==> config.mk <==
export PLATFORM = sky130hd
export DESIGN_NAME = cim_seq_ctrl
export DESIGN_NICKNAME = d
export VERILOG_FILES = /design/src/rtl/cim_ctrl_pkg.sv /design/src/rtl/cim_res_fifo.sv /design/src/rtl/cim_seq_ctrl.sv
export SDC_FILE = /design/constraint.sdc
export NUM_CORES = 1
export LEC_CHECK = 0
export ABC_AREA = 1
export ABC_CLOCK_PERIOD_IN_PS = 9840
export BUFFER_PORTS_ARGS = -buffer_cell sky130_fd_sc_hd__buf_4
export CORE_ASPECT_RATIO = 0.75
export CORE_MARGIN = 3
export CORE_UTILIZATION = 50
export CTS_BUF_LIST = sky130_fd_sc_hd__clkbuf_16
export DETAILED_ROUTE_END_ITERATION = 10
export GPL_ROUTABILITY_DRIVEN = 0
export GPL_TIMING_DRIVEN = 0
export HOLD_SLACK_MARGIN = 0.08
export PLACE_DENSITY = 0.82
export SLEW_MARGIN = 30
export SYNTH_ARGS = -nofsm -noshare
export SYNTH_HDL_FRONTEND = slang
export SYNTH_SLANG_ARGS = --single-unit
==> constraint.sdc <==
create_clock -name CLK -period 9.84 [get_ports CLK]
set_input_delay 1.476 -clock CLK [delete_from_list [all_inputs] [get_ports CLK]]
set_output_delay 1.476 -clock CLK [all_outputs]
set_load 0.005 [all_outputs]
==> src/rtl/cim_ctrl_pkg.sv <==
// Shared types for the CiM command sequencer.
// Command opcodes, sequencer FSM states and the in-flight tag.
package cim_ctrl_pkg;

  typedef enum logic [1:0] {
    OP_FENCE = 2'd0,
    OP_WRITE = 2'd1,
    OP_READ  = 2'd2,
    OP_MAC   = 2'd3
  } cmd_op_e;

  typedef enum logic {
    ST_RUN        = 1'b0,
    ST_FENCE_WAIT = 1'b1
  } state_e;

  typedef struct packed {
    logic valid;
    logic is_mac;
  } tag_t;

endpackage

==> src/rtl/cim_res_fifo.sv <==
// First-word-fall-through result FIFO.
// Ports: clk/rst, push+wdata, pop, rdata, full, empty, count.
module cim_res_fifo #(
  parameter int DEPTH = 4,
  parameter int WIDTH = 23,
  localparam int CW = $clog2(DEPTH + 1)
) (
  input  logic             clk,
  input  logic             rst,
  input  logic             push,
  input  logic [WIDTH-1:0] wdata,
  input  logic             pop,
  output logic [WIDTH-1:0] rdata,
  output logic             full,
  output logic             empty,
  output logic [CW-1:0]    count
);

  localparam int AW = (DEPTH > 1) ? $clog2(DEPTH) : 1;

  logic [WIDTH-1:0] mem [DEPTH];
  logic [AW-1:0]    wr_ptr;
  logic [AW-1:0]    rd_ptr;
  logic             do_push;
  logic             do_pop;

  function automatic logic [AW-1:0] nxt(
    input logic [AW-1:0] p
  );
    return (p == AW'(DEPTH - 1)) ? '0 : p + AW'(1);
  endfunction

  assign empty   = (count == '0);
  assign full    = (count == CW'(DEPTH));
  assign do_pop  = pop && !empty;
  // a pop in the same cycle frees the slot a full push needs
  assign do_push = push && (!full || do_pop);
  assign rdata   = empty ? '0 : mem[rd_ptr];

  always_ff @(posedge clk or posedge rst) begin
    if (rst) begin
      wr_ptr <= '0;
      rd_ptr <= '0;
      count  <= '0;
    end else begin
      if (do_push) wr_ptr <= nxt(wr_ptr);
      if (do_pop)  rd_ptr <= nxt(rd_ptr);
      count <= count + CW'(do_push) - CW'(do_pop);
    end
  end

  always_ff @(posedge clk) begin
    if (do_push) mem[wr_ptr] <= wdata;
  end

endmodule

==> src/rtl/cim_seq_ctrl.sv <==
// Command sequencer for the 16-core CiM macro: registered pin drive,
// in-flight tag pipe, credit-protected result FIFO, FENCE handling.
module cim_seq_ctrl
  import cim_ctrl_pkg::*;
#(
  parameter int CORE_NUM         = 16,
  parameter int XIN_BIT_WIDTH    = 11,
  parameter int MEM_BIT_WIDTH    = 8,
  parameter int MEM_ADR_WIDTH    = 2,
  parameter int OUTPUT_BIT_WIDTH = 22,
  parameter int MACRO_LAT        = 8,
  parameter int RES_DEPTH        = 4,
  localparam int BW = $clog2(CORE_NUM),
  localparam int XW = CORE_NUM * XIN_BIT_WIDTH
) (
  input  logic                        CLK,
  input  logic                        RST,
  input  logic                        cmd_valid,
  output logic                        cmd_ready,
  input  logic [1:0]                  cmd_op,
  input  logic [BW-1:0]               cmd_bank,
  input  logic [MEM_ADR_WIDTH-1:0]    cmd_adr,
  input  logic [MEM_BIT_WIDTH-1:0]    cmd_wdata,
  input  logic [XW-1:0]               cmd_xin,
  output logic                        res_valid,
  input  logic                        res_ready,
  output logic [OUTPUT_BIT_WIDTH-1:0] res_data,
  output logic                        res_is_mac,
  output logic                        busy,
  output logic                        ENCB,
  output logic                        WEB,
  output logic                        REB,
  output logic [BW-1:0]               BANKA,
  output logic [BW-1:0]               BANKB,
  output logic [MEM_ADR_WIDTH-1:0]    ADRA,
  output logic [MEM_ADR_WIDTH-1:0]    ADRB,
  output logic [MEM_BIT_WIDTH-1:0]    D,
  output logic [XW-1:0]               XIN,
  input  logic [OUTPUT_BIT_WIDTH-1:0] Q
);

  localparam int CNT_W = $clog2(RES_DEPTH + 1);

  state_e           state_q;
  state_e           state_d;
  logic             armed;
  cmd_op_e          op;
  logic             is_fence;
  logic             is_write;
  logic             is_read;
  logic             is_mac;
  logic             accept;
  logic             issue_rd;
  tag_t             issue_tag;
  tag_t             pipe [MACRO_LAT];
  logic             push;
  logic [CNT_W-1:0] inflight;
  logic [CNT_W-1:0] fifo_count;
  logic [CNT_W:0]   credit_sum;
  logic             credit_ok;
  logic             fifo_full;
  logic             fifo_empty;

  assign op       = cmd_op_e'(cmd_op);
  assign is_fence = (op == OP_FENCE);
  assign is_write = (op == OP_WRITE);
  assign is_read  = (op == OP_READ);
  assign is_mac   = (op == OP_MAC);
  assign accept   = cmd_valid && cmd_ready;
  assign issue_rd = accept && (is_read || is_mac);
  assign push     = pipe[MACRO_LAT-1].valid;

  // every tag in flight owns a FIFO slot; pops only free it next cycle
  assign credit_sum = {1'b0, inflight} + {1'b0, fifo_count};
  assign credit_ok  = !fifo_full
                   && (credit_sum < (CNT_W + 1)'(RES_DEPTH));

  assign busy = (state_q == ST_FENCE_WAIT)
             || (inflight != '0) || !fifo_empty;

  // keeps cmd_ready low until the first clock edge after reset
  always_ff @(posedge CLK or posedge RST) begin
    if (RST) armed <= 1'b0;
    else     armed <= 1'b1;
  end

  always_ff @(posedge CLK or posedge RST) begin
    if (RST) state_q <= ST_RUN;
    else     state_q <= state_d;
  end

  always_comb begin
    state_d   = state_q;
    cmd_ready = 1'b0;
    unique case (state_q)
      ST_RUN: begin
        cmd_ready = armed && credit_ok;
        if (cmd_valid && cmd_ready && is_fence)
          state_d = ST_FENCE_WAIT;
      end
      ST_FENCE_WAIT: begin
        if (inflight == '0 && fifo_empty)
          state_d = ST_RUN;
      end
      default: state_d = ST_RUN;
    endcase
  end

  always_ff @(posedge CLK or posedge RST) begin
    if (RST) begin
      ENCB  <= 1'b1;
      WEB   <= 1'b1;
      REB   <= 1'b1;
      BANKA <= '0;
      BANKB <= '0;
      ADRA  <= '0;
      ADRB  <= '0;
      D     <= '0;
      XIN   <= '0;
    end else begin
      ENCB <= 1'b1;
      WEB  <= 1'b1;
      REB  <= 1'b1;
      if (accept) begin
        unique case (1'b1)
          is_write: begin
            WEB   <= 1'b0;
            BANKA <= cmd_bank;
            ADRA  <= cmd_adr;
            D     <= cmd_wdata;
          end
          is_read: begin
            REB   <= 1'b0;
            BANKB <= cmd_bank;
            ADRB  <= cmd_adr;
          end
          is_mac: begin
            ENCB <= 1'b0;
            ADRB <= cmd_adr;
            XIN  <= cmd_xin;
          end
          default: ;
        endcase
      end
    end
  end

  // issue_tag rides with the pins; the pipe then counts the macro latency
  always_ff @(posedge CLK or posedge RST) begin
    if (RST) begin
      issue_tag <= '0;
      for (int i = 0; i < MACRO_LAT; i++)
        pipe[i] <= '0;
    end else begin
      issue_tag.valid  <= issue_rd;
      issue_tag.is_mac <= accept && is_mac;
      pipe[0] <= issue_tag;
      for (int i = 1; i < MACRO_LAT; i++)
        pipe[i] <= pipe[i-1];
    end
  end

  always_ff @(posedge CLK or posedge RST) begin
    if (RST) begin
      inflight <= '0;
    end else begin
      unique case ({issue_rd, push})
        2'b10:   inflight <= inflight + CNT_W'(1);
        2'b01:   inflight <= inflight - CNT_W'(1);
        default: inflight <= inflight;
      endcase
    end
  end

  cim_res_fifo #(
    .DEPTH (RES_DEPTH),
    .WIDTH (OUTPUT_BIT_WIDTH + 1)
  ) u_res_fifo (
    .clk   (CLK),
    .rst   (RST),
    .push  (push),
    .wdata ({pipe[MACRO_LAT-1].is_mac, Q}),
    .pop   (res_ready),
    .rdata ({res_is_mac, res_data}),
    .full  (fifo_full),
    .empty (fifo_empty),
    .count (fifo_count)
  );

  assign res_valid = !fifo_empty;

endmodule

==> results.cfg <==
[status]
status = finished clean

[logic_synthesis]
yosysUniqueCellTypes = 26
gate_count_of_the_mapped_netlist = 1255
synth_seq_area_share = 0.660
synth_seq_cells = 321
post_synth.cell_area_avg_sq_um = 10.3
synth.yosys.warnings = 0
synth.cell_area_sq_um = 12900
synth_nets = 1485

[routing]
drt_iter0_markers = 872
vias = 11500
post_drt_wl_per_cell_um = 21.2
drc_violations_left = 0
drt-vias-per-instance = 5.48
routed_wirelength_um = 44500
route.antenna.remaining_nets = 0
drt_first_pass_iters = 5

[layout]
multi_input_comb_area_sq_um = 3830
final_layout_fill_cell_count = 1854
seqCellArea_sq_um = 8500
finish.net_count = 1965
area_delta_synth_final_pct = 38.2
design_area_sq_um = 17800
final_core_utilization = 0.708
drive_gt1_frac = 0.318

[pwr]
internal-power_mw = 3.16
totalPowerFinal_mw = 4.79
p_sw_frac = 0.340
comb_power_share = 0.357
pwr_density_cell_nw_per_um2 = 269
peakVddDrop_v = 0.000166
power.net_switching_mw = 1.63
p_leak_nw = 9.03
power_frac_seq = 0.401
clk_pwr_share = 0.242

[timing]
finClkSkew_ns = 0.0107
timing.final.setup_violations = 0
timing.final.max_slew_violations = 0
max_slew.worst_pin.slew_ns = 0.970
holdWs_ns = 0.343
timing.final.crit_share = 0.404
relSlewSlack = 0.349
final.setup.tns_ns = 0
rsz0062_at_grt = no
hold_viol_final = 0
fmax_mhz = 252
fin_crit_ns = 3.98

[min_path]
worstHoldStart = pipe[6]
worst_hold_path.endpoint = pipe[4]
hold-path-cell-count = 0
holdCritPathClass = reg2reg

[critical_path]
crit_required_ns = 8.36
end_kind = output pin
worstSetupPathType = reg2out
worstSetupStartpoint = u_res_fifo.count[1]
worstReg2RegStart = u_res_fifo.count[1]
timing.critical_path.fanout_max = 10
ff2ff_path_depth = 11
reg2reg_setup_slack_ns = 7.05
cp-start-kind = flip-flop
critical_path_arrival_ns = 2.50
crit-reg2reg-capture = inflight[1]

[placed_design]
count_of_buffers_inserted_at_the_top_level_ports = 442
post-dp-hpwl_um = 33200
detailed_place.area_sq_um = 16800

[global_route]
grt_max_degree = 88
grt_antenna_before_repair = 4
globalRoute.totalOverflow = 0
number_of_global_route_vias_before_repair = 11700
grt_first_pass_wirelength_um = 67500
grt_usage = 0.315

[floorplan]
design.die.area_sq_um = 27700
boundaryPins = 443
fp.dieW_um = 191
floorplan.initialDensity = 0.512
die_y_um = 145
fp.coreArea_sq_um = 25100
num_rows = 50

[cts]
htree_num_levels = 1
cts_tree = yes
clock_path_buffers = 3
numCtsBuffers = 30
ctsHoldBuffers = 0
post_cts_resized = 0
clk_root_buffer_cell = clkbuf_16
postCtsSetupRepairBufs = 0
clock_sinks = 321
worst_skew_pair.late_latency_ns = 0.55
cts.clk_slew.worst_paths_ns = 0.06

[job]
max_cap_violations = 0
-- cell type report --
cell class | instances | share of cell area
diodes | 3 | 0.000422
plain buffers | 100 | 0.0272
clock buffers | 31 | 0.0436
clock inverters | 25 | 0.0117
inverters | 26 | 0.00590
multi-input cells | 808 | 0.215
flip-flops and latches | 321 | 0.477
well taps | 338 | 0.0238
repair buffers | 448 | 0.195
-- critical path: stages (launching register included) --
cell and delay [ns]:
dfrtp_1 0.47, ha_1 0.31, nand3_1 0.08, nand2_1 0.07, nor2_2 0.26, buf_4 0.29, buf_2 0.31, buf_4 0.18
-- flip-flops by register name (all words and copies together), names as in the netlist --
register           count
ADRA                   2
ADRB                   2
BANKA                  4
BANKB                  4
D                      8
ENCB                   1
REB                    1
WEB                    1
XIN                  176
armed                  1
inflight               3
issue_tag              2
pipe                  15
push                   1
state_q                1
u_res_fifo.count       3
u_res_fifo.mem        92
u_res_fifo.rd_ptr      2
u_res_fifo.wr_ptr      2
-- synthesized netlist by cell type, drive strengths merged --
cell,number,area [sq um]
nand2,404,1520
dfrtp,226,5660
nand4,197,1230
nor2,104,393
edfxtp,92,2760
buf,62,342
o21ai,53,265
clkbuf,38,143
inv,26,97.6
a21oi,24,120
ha,10,125
nand3,6,45.0
xnor2,4,35.0
dfstp,3,78.8
fa,2,40.0
nor3,2,15.0
conb,1,3.75
or2,1,6.26
-- power by group through the flow --
stage	sequential [mW]	combinational, mW	clock (mW)
after floorplan	1.92	0.702	0
after global placement	1.92	1.64	0
after detailed placement	1.93	1.71	0
after CTS	1.91	1.72	1.17
after global routing	1.96	1.88	1.22
final	1.92	1.71	1.16
-- worst max path at each step --
stage | slack [ns] | depth (start not counted) | to
2_1_floorplan | 2.09 | 1 | ADRA[0]
3_3_place_gp | -0.45 | 2 | XIN[155]
3_5_place_dp | 6.43 | 7 | cmd_ready
4_1_cts | 5.83 | 7 | cmd_ready
5_1_grt | 5.78 | 7 | cmd_ready
6_report | 5.86 | 7 | cmd_ready
-- per-layer routing --
metal / wire, um / share of wire / track usage / up-vias
li1: - / - / - / 5236
met1: 16500 / 0.37 / 0.396 / 5589
met2: 21300 / 0.48 / 0.511 / 578
met3: 4950 / 0.11 / 0.109 / 109
met4: 1700 / 0.038 / 0.105 / 2
met5: 12 / 0.00027 / 0 / -
-- cells by family (layout without fill, tap and decap cells) --
| family | count (synthesis) | after routing | synth area share |
|---|---|---|---|
| buf+inv | 126 | 630 | 0.0452 |
| xor+xnor | 4 | 4 | 0.00272 |
| simple gates | 714 | 714 | 0.249 |
| compound gates | 77 | 77 | 0.0299 |
| flops | 321 | 321 | 0.660 |
| fa+ha+maj | 12 | 12 | 0.0128 |
| other cells | 1 | 4 | 0.000291 |
-- cells in the final DEF, fill, tap and decap left out, drive strengths merged --
master / count
conb: 1
nand4: 197
dfstp: 3
bufinv: 4
buf: 510
fa: 2
edfxtp: 92
clkinv: 8
inv: 35
ha: 10
dfrtp: 226
clkinvlp: 4
nor2: 104
nand2: 404
or2: 1
clkbuf: 69
diode: 3
nand3: 6
nor3: 2
o21ai: 53
xnor2: 4
a21oi: 24
-- metrics by stage --
step / cells / worst slack (ns)
final: 2100 / 5.86
after global routing: 2100 / 5.78
after CTS: 2097 / 5.83
after detailed placement: 2041 / 6.43
after global placement: 2035 / -0.451
after floorplan: 1255 / 2.09
No activity file was read; power rests on OpenSTA's default activity.
